$ cat config.mk
export PLATFORM = sky130hd
export DESIGN_NAME = gf_mul_serial
export DESIGN_NICKNAME = d
export VERILOG_FILES = /design/src/rtl/gf_pkg.sv /design/src/rtl/gf_mul_serial_digit_step.sv /design/src/rtl/gf_mul_serial.sv
export SDC_FILE = /design/constraint.sdc
export NUM_CORES = 1
export LEC_CHECK = 0
export BUFFER_PORTS_ARGS = -buffer_cell sky130_fd_sc_hd__buf_4
export CORE_MARGIN = 5
export CORE_UTILIZATION = 30
export DETAILED_ROUTE_END_ITERATION = 8
export PLACE_DENSITY = 0.51
export RECOVER_POWER = 50
export SYNTH_ARGS = -nofsm -noshare
export SYNTH_HDL_FRONTEND = slang
export SYNTH_SLANG_ARGS = --single-unit
export TNS_END_PERCENT = 30
$ cat constraint.sdc
create_clock -name clk -period 4.3 [get_ports clk]
set_input_delay 0.645 -clock clk [delete_from_list [all_inputs] [get_ports clk]]
set_output_delay 0.645 -clock clk [all_outputs]
set_load 0.005 [all_outputs]
$ cat src/rtl/gf_pkg.sv
// Shared GF(2^m) definitions: FSM states, the AES reduction polynomial and
// a width-generic xtime helper used by the FFMul family.
package gf_pkg;

  localparam int unsigned GF_MAX_W = 32;
  localparam logic [7:0]  GF_POLY_AES = 8'h1B;

  typedef enum logic [1:0] {
    IDLE = 2'd0,
    BUSY = 2'd1,
    DONE = 2'd2
  } gf_state_e;

  // Multiply p by x modulo (x^width + poly); bits at or above width are zero.
  function automatic logic [GF_MAX_W-1:0] gf_xtime(
    input logic [GF_MAX_W-1:0] p,
    input logic [GF_MAX_W-1:0] poly,
    input int                  width
  );
    logic [GF_MAX_W-1:0] r;
    logic                msb;
    r   = '0;
    msb = 1'b0;
    for (int i = 0; i < int'(GF_MAX_W); i++) begin
      if (i == width - 1) msb = p[i];
      if ((i > 0) && (i < width)) r[i] = p[i-1];
    end
    if (msb) r = r ^ poly;
    return r;
  endfunction

endpackage

$ cat src/rtl/gf_mul_serial_digit_step.sv
// One clock's worth of interleaved shift-and-add: DIGIT chained xtime/add
// steps consuming the top DIGIT bits of b, most significant first.
module gf_digit_step
  import gf_pkg::*;
#(
  parameter int unsigned      WIDTH = 8,
  parameter int unsigned      DIGIT = 1,
  parameter logic [WIDTH-1:0] POLY  = WIDTH'(GF_POLY_AES)
) (
  input  logic [WIDTH-1:0] p_i,
  input  logic [WIDTH-1:0] a_i,
  input  logic [DIGIT-1:0] b_top_i,
  output logic [WIDTH-1:0] p_next_c
);

  logic [WIDTH-1:0] acc;

  always_comb begin
    acc = p_i;
    for (int i = int'(DIGIT) - 1; i >= 0; i--) begin
      acc = WIDTH'(gf_xtime(GF_MAX_W'(acc), GF_MAX_W'(POLY), int'(WIDTH)))
            ^ (b_top_i[i] ? a_i : '0);
    end
    p_next_c = acc;
  end

endmodule

$ cat src/rtl/gf_mul_serial.sv
// Sequential GF(2^WIDTH) multiplier, DIGIT bits of b per cycle, with
// valid/ready on both sides and a fixed WIDTH/DIGIT-cycle compute phase.
module gf_mul_serial
  import gf_pkg::*;
#(
  parameter int unsigned WIDTH = 8,
  parameter int unsigned POLY  = 32'(GF_POLY_AES),
  parameter int unsigned DIGIT = 1
) (
  input  logic             clk,
  input  logic             rst,
  input  logic             in_valid,
  output logic             in_ready,
  input  logic [WIDTH-1:0] in_a,
  input  logic [WIDTH-1:0] in_b,
  output logic             out_valid,
  input  logic             out_ready,
  output logic [WIDTH-1:0] out_p,
  output logic             busy
);

  localparam int unsigned DIV_SAFE = (DIGIT < 1) ? 1 : DIGIT;
  localparam int unsigned N        = WIDTH / DIV_SAFE;
  localparam int unsigned CNT_W    = $clog2(N + 1);
  localparam logic [WIDTH-1:0] POLY_W = WIDTH'(POLY);

  if ((DIGIT < 1) || ((WIDTH % DIV_SAFE) != 0) ||
      (64'(POLY) >= (64'd1 << WIDTH)) || (WIDTH > GF_MAX_W)) begin : g_param_check
    $error("gf_mul_serial: illegal WIDTH/DIGIT/POLY combination");
  end

  gf_state_e        state_q;
  logic [WIDTH-1:0] a_q;
  logic [WIDTH-1:0] b_q;
  logic [WIDTH-1:0] p_q;
  logic [WIDTH-1:0] p_d;
  logic [CNT_W-1:0] cnt_q;
  logic [WIDTH-1:0] out_p_q;
  logic             in_ready_q;
  logic             out_valid_q;
  logic             busy_q;

  gf_digit_step #(
    .WIDTH (WIDTH),
    .DIGIT (DIGIT),
    .POLY  (POLY_W)
  ) u_step (
    .p_i      (p_q),
    .a_i      (a_q),
    .b_top_i  (b_q[WIDTH-1 -: DIGIT]),
    .p_next_c (p_d)
  );

  // Handshake/compute FSM; in_ready mirrors IDLE so in_valid alone starts an op.
  always_ff @(posedge clk) begin
    if (rst) begin
      state_q     <= IDLE;
      a_q         <= '0;
      b_q         <= '0;
      p_q         <= '0;
      cnt_q       <= '0;
      out_p_q     <= '0;
      in_ready_q  <= 1'b1;
      out_valid_q <= 1'b0;
      busy_q      <= 1'b0;
    end else begin
      case (state_q)
        IDLE: begin
          if (in_valid) begin
            a_q        <= in_a;
            b_q        <= in_b;
            p_q        <= '0;
            cnt_q      <= CNT_W'(N);
            state_q    <= BUSY;
            in_ready_q <= 1'b0;
            busy_q     <= 1'b1;
          end
        end
        BUSY: begin
          p_q   <= p_d;
          b_q   <= b_q << DIGIT;
          cnt_q <= cnt_q - CNT_W'(1);
          if (cnt_q == CNT_W'(1)) begin
            state_q     <= DONE;
            out_p_q     <= p_d;
            out_valid_q <= 1'b1;
            busy_q      <= 1'b0;
          end
        end
        DONE: begin
          if (out_ready) begin
            state_q     <= IDLE;
            out_valid_q <= 1'b0;
            in_ready_q  <= 1'b1;
          end
        end
        default: begin
          state_q     <= IDLE;
          in_ready_q  <= 1'b1;
          out_valid_q <= 1'b0;
          busy_q      <= 1'b0;
        end
      endcase
    end
  end

  assign in_ready  = in_ready_q;
  assign out_valid = out_valid_q;
  assign out_p     = out_p_q;
  assign busy      = busy_q;

endmodule

## Yosys cells after proc, flatten, opt, wreduce, memory -nomap -nowiden

Index checks and enable logic that the tools add are counted.

| cells by class | value |
|---|---|
| add/sub/neg operators | 1 |
| eq/ne operators | 6 |
| multiplexer cells | 21 |
| bitwise gates (word level) | 5 |
| reductions and logical operators | 9 |

Operators with widths:

| operator | count |
|---|---|
| case mux 8 bit (2 select lines) | 2 |
| 2-to-1 mux 8 bit | 3 |
| AND reduction 3 bit | 4 |
| case mux 1 bit (3 select lines) | 3 |
| case mux 4 bit (2 select lines) | 1 |
| bitwise XOR 8 bit | 1 |
| 2-to-1 mux 1 bit | 6 |
| 2-to-1 mux 2 bit | 3 |
| != test 2 bit, second input constant | 3 |
| case mux 2 bit (3 select lines) | 1 |
| AND reduction 2 bit | 3 |
| 2-to-1 mux 5 bit | 1 |
| == test 4 x 1 -> 1 bit, second input constant | 1 |
| 2-to-1 mux 4 bit | 1 |
| NOT 4 bit | 1 |
| subtractor 4 x 1 -> 4 bit, second input constant | 1 |
| NOT 1 bit | 3 |
| == test 2 x 1 -> 1 bit, second input constant | 1 |
| == test 2 bit, second input constant | 1 |
| zero test 2 bit | 1 |
| nonzero test 2 bit | 1 |

| word-level totals | value |
|---|---|
| bits in registers | 41 |
| input bits | 20 |
| output and inout port bits | 11 |
| logic and storage cells | 51 |

## Depth between registers and ports, before layout

| depth | value |
|---|---|
| depth after elaboration | 4 |
| gate-level depth with buffers | 6 |
| mapped depth without buffers | 5 |

## Modules after synthesis

A second synthesis with hierarchy kept.

| unflattened totals | value |
|---|---|
| cell total of the unflattened synthesis | 218 |
| area, all modules | 1868.0 sq um |

Modules (own cells, without submodules):

| module | times used | cells each | area each (sq um) | sequential area each (sq um) |
|---|---|---|---|---|
| gf_mul_serial | 1 | 198 | 1736.7 | 820.8 |
| gf_digit_step | 1 | 20 | 131.4 | 0.0 |

## Worst setup path after synthesis

OpenSTA, ideal clock, no wires.

| path | value |
|---|---|
| path kind | reg2reg |
| from | register cnt_q[1] |
| to | register out_p_q[1] (netlist: out_p[1]) |
| setup time | 75 ps |
| data arrival time | 1430 ps |
| required time | 4225 ps |
| path slack | 2795 ps |
| stages on the path, launching flop included | 7 |
| path buffers | 1 |
| clock period less this slack | 1505 ps |
| path through | dfxtp_1 inv_1 ha_1 or3b_1 buf_2 or3_4 o22ai_1 |

| on the way | value |
|---|---|
| cells in the longest elaborated chain, start to end | 2 |

RTL lines:

| item | RTL line | text |
|---|---|---|
| start: declaration | gf_mul_serial.sv:37 | `logic [CNT_W-1:0] cnt_q;` |
| start signal: assignment | gf_mul_serial.sv:73 | `cnt_q <= CNT_W'(N);` |
| start signal: assignment | gf_mul_serial.sv:82 | `cnt_q <= cnt_q - CNT_W'(1);` |
| == test 4 x 1 -> 1 bit | gf_mul_serial.sv:83 | `if (cnt_q == CNT_W'(1)) begin` |
| AND reduction 2 bit (no source line) | - |  |
| end signal: assignment | gf_mul_serial.sv:85 | `out_p_q <= p_d;` |
| end: declaration | gf_mul_serial.sv:38 | `logic [WIDTH-1:0] out_p_q;` |

No other way between the ends.
A chain may end at the register's enable or synchronous reset.

## Worst setup path in the final report

| path | value |
|---|---|
| from | register state_q[0] |
| to | register b_q[6] |

| on the way | value |
|---|---|
| cells in the longest elaborated chain, start to end | 3 |
| elaborated cells on any way between the ends | 6 |
| those cells by class | 2 x eq/ne; 1 x mux; 3 x reduce/logical |

RTL lines:

| item | RTL line | text |
|---|---|---|
| start: declaration | gf_mul_serial.sv:32 | `gf_state_e state_q;` |
| start signal: assignment | gf_mul_serial.sv:57 | `state_q <= IDLE;` |
| start signal: assignment | gf_mul_serial.sv:74 | `state_q <= BUSY;` |
| start signal: assignment | gf_mul_serial.sv:84 | `state_q <= DONE;` |
| == test 2 x 1 -> 1 bit or zero test 2 bit (tied branches) | gf_mul_serial.sv:67 | `case (state_q)` |
| nonzero test 2 bit (no source line) or != test 2 bit (tied branches) | - |  |
| AND reduction 2 bit (no source line) | - |  |
| end signal: assignment | gf_mul_serial.sv:71 | `b_q <= in_b;` |
| end signal: assignment | gf_mul_serial.sv:81 | `b_q <= b_q << DIGIT;` |
| end: declaration | gf_mul_serial.sv:34 | `logic [WIDTH-1:0] b_q;` |

Several ways; a longest one is shown, not always the timed one.

==> run summary <==
Slowest CP cell = nor3b_1
Post-DRT Antenna Nets = 0
Initial antenna violation count = 0
Outcome = finished, violations left
# IOs = 31
Root Buffer = clkbuf_8
HPWL Detailed = 2702 um
Crit share post-route = 0.5923
Area Growth Syn to Fin = 17.71%
Max Cap Viol = 1
Syn Nets = 235
TritonCTS clock tree = built
Row cnt = 28
Clock sinks = 41
Total gr overflow = 0
Total power = 0.7493 mW
#FFs+latches synth = 41
Port bufs = 30
Sequential Power Share = 0.553
Worst-path clk slew = 0.08 ns
Kind of critical path = reg2reg
F_max = 392.6 MHz
Max Slew Vio Count = 18
CP top delay family = simple AND/OR/NAND/NOR gates
Int Pwr = 0.5497 mW
Routed Wire Length = 4184 um
Drt pass-1 iters = 4
Clk Latency, worst-skew pair = 0.29 ns
Worst Path Arrival = 2.77 ns
RSZ-0062 raised after global routing = false
Vias = 1562
Worst Skew = 0.006533 ns
Slew headroom = -0.3903
CTS Buf Count = 5
Measured slew at the worst slew-check pin = 2.081 ns
Synth area leader = dfxtp_1
Synth cell types = 34
Initial Util = 0.3067
Routed WL per cell = 13.50 um
P per Cell Area = 354.8 mW/mm^2
Sequential fraction of the synthesis area = 0.4575
Global routing's busiest layer = met2
Mean Syn Cell Area = 8.424 um^2
CP Data Required Time = 4.52 ns
Core Region = 0.005851 mm^2
Net Sw Power = 0.1996 mW
Post-CTS setup buffer count = 0
Post-CTS sizing = 0
Die area = 0.007627 mm^2
Core Util, Final = 0.3610
Antenna Cells = 0
CTS Hold Bufs = 0
Mapped Area = 0.001794 mm^2
H-tree Lvls = 2
Worst setup EP type = flip-flop
CP max FO = 17
First-pass GRT wire length = 7148 um
Critical path's largest stage delay = 1.64 ns
Die H = 87.34 um
Setup violations, final = 0
Met3 usage = 0.02554
Worst Setup Start Kind = flip-flop
Hold crit path type = reg2reg
Largest net degree at the start of global routing = 44
Synth Warn # = 0
Top cells by area, synth = dfxtp_1 46%, a21oi_1 8.6%, nand2_1 6.5%
Drt via density = 5.039
Gp weighted congestion = 0.7313
NumNets Final = 256
Maximum vdd drop = 112.0 uV
Filler cells = 617
All-Layer GR Usage = 0.1191
Met1 GRT Util = 0.1675
Switching Share = 0.2664
Hold Vio Cnt, Final = 0
Commonest non-fill, non-tap cell in the layout = dfxtp_1
DR iter-0 viols = 106
LEAKAGE = 0.7437 nW
Die W = 87.34 um
Final Critical Period = 2.547 ns
Commonest cells after routing, fill and taps aside = 41 x dfxtp_1, 31 x nand2_1, 31 x a21oi_1
Clk pwr share = 0.323
CP Buf/Inv Count = 0
Synth top area share = 0.4575
Violated checks = max-capacitance violations, max-slew violations
Fin Setup TNS = 0 ns
Ratio of cells with drive above 1 in the final layout = 0.1574
CTS Buffer Depth = 2
Comb pwr share = 0.123
Crit path cell chain = nor3b_1 > a22oi_1 > a21oi_1
Mapped Cells = 213
Residual DRC = 0
Met2 usage = 0.1788
Vias in the first global route = 1480
stage by stage:
stage | hold WS, ns | setup WS, ns | cell area, um^2 | cells
floorplan | 0.4368 | 2.795 | 1794 | 213
global placement | 0.4469 | 2.171 | 2047 | 302
detailed placement | 0.4502 | 2.156 | 2047 | 302
CTS | 0.4618 | 2.408 | 2130 | 310
global route | 0.4814 | 1.373 | 2112 | 310
finish | 0.4589 | 1.753 | 2112 | 310
final timing paths:
| kind | endpoint | start | depth (start not counted) | slack (ns) |
|---|---|---|---|---|
| worst min register to register | b_q[3] | b_q[3] | 2 | 0.46 |
| worst max-delay path | b_q[6] | state_q[0] | 3 | 1.75 |
| worst min-delay path | b_q[3] | b_q[3] | 2 | 0.46 |
| worst max register to register | b_q[6] | state_q[0] | 3 | 1.75 |
cell type report:
cell class	count	area [um^2]	area share
tap	75	93.84	0.04443
clock inverter	2	10.01	0.004739
timing repair buffer	31	225.2	0.1066
clock buffer	6	72.57	0.03436
inverter	2	7.507	0.003554
multi-input combinational	153	882.1	0.4177
sequential	41	820.8	0.3886
flip-flops by register name (all words and copies together), names as in the netlist:
name / flops
a_q: 8
b_q: 8
busy: 1
cnt_q: 4
in_ready: 1
out_p: 8
out_valid: 1
p_q: 8
state_q: 2
cell families (layout without fill, tap and decap cells):
kind of cell / Yosys count / after routing / share of synthesized area
AOI/OAI and AO/OA: 62 / 62 / 0.2043
xor gates and xnor gates: 6 / 6 / 0.02929
adders and majority gates: 2 / 2 / 0.01394
buffers and inverters: 19 / 41 / 0.04533
DFF: 41 / 41 / 0.4575
and+or+nand+nor: 83 / 83 / 0.2497
metal layers:
layer  routed length (um)  share of wire
met1                 2123           0.51
met2                 1878           0.45
met3                  121          0.029
met4                   60          0.014
met5                    0              0
synth_stat cells:
cell and n:
ha_1 2, a211oi_1 1, o22ai_1 3, a22oi_1 7
nor2b_1 2, o21a_1 1, buf_2 8, nand4_1 3
clkbuf_1 8, a21boi_0 5, nor2_1 3, or3b_1 2
inv_1 2, nor3b_2 1, nand2_1 31, o21ai_0 7
nor3_1 6, a21oi_1 31, o2bb2ai_1 1, o21bai_1 1
nor3b_1 1, a31oi_1 3, dfxtp_1 41, buf_1 1
nand3_1 11, a2111oi_0 1, nand3b_1 4, xnor2_1 6
or2_2 1, nor4_1 5, nand2b_1 7, and3b_1 5
a311oi_1 1, or3_4 1
worst register-to-register path, delay by kind of cell, from the launching register on:
family | cells | cell delay [ns]
AOI/OAI and AO/OA | 2 | 0.43
and+or+nand+nor | 1 | 1.64
DFF | 1 | 0.41
power groups by stage:
stage | clock, mW | sequential, mW | combinational, mW
5_1_grt | 0.271 | 0.418 | 0.105
2_1_floorplan | 0 | 0.417 | 0.0651
4_1_cts | 0.253 | 0.415 | 0.0956
3_3_place_gp | 0 | 0.423 | 0.0953
3_5_place_dp | 0 | 0.424 | 0.0953
6_report | 0.242 | 0.415 | 0.0925
Power figures use the tool's default switching activity.
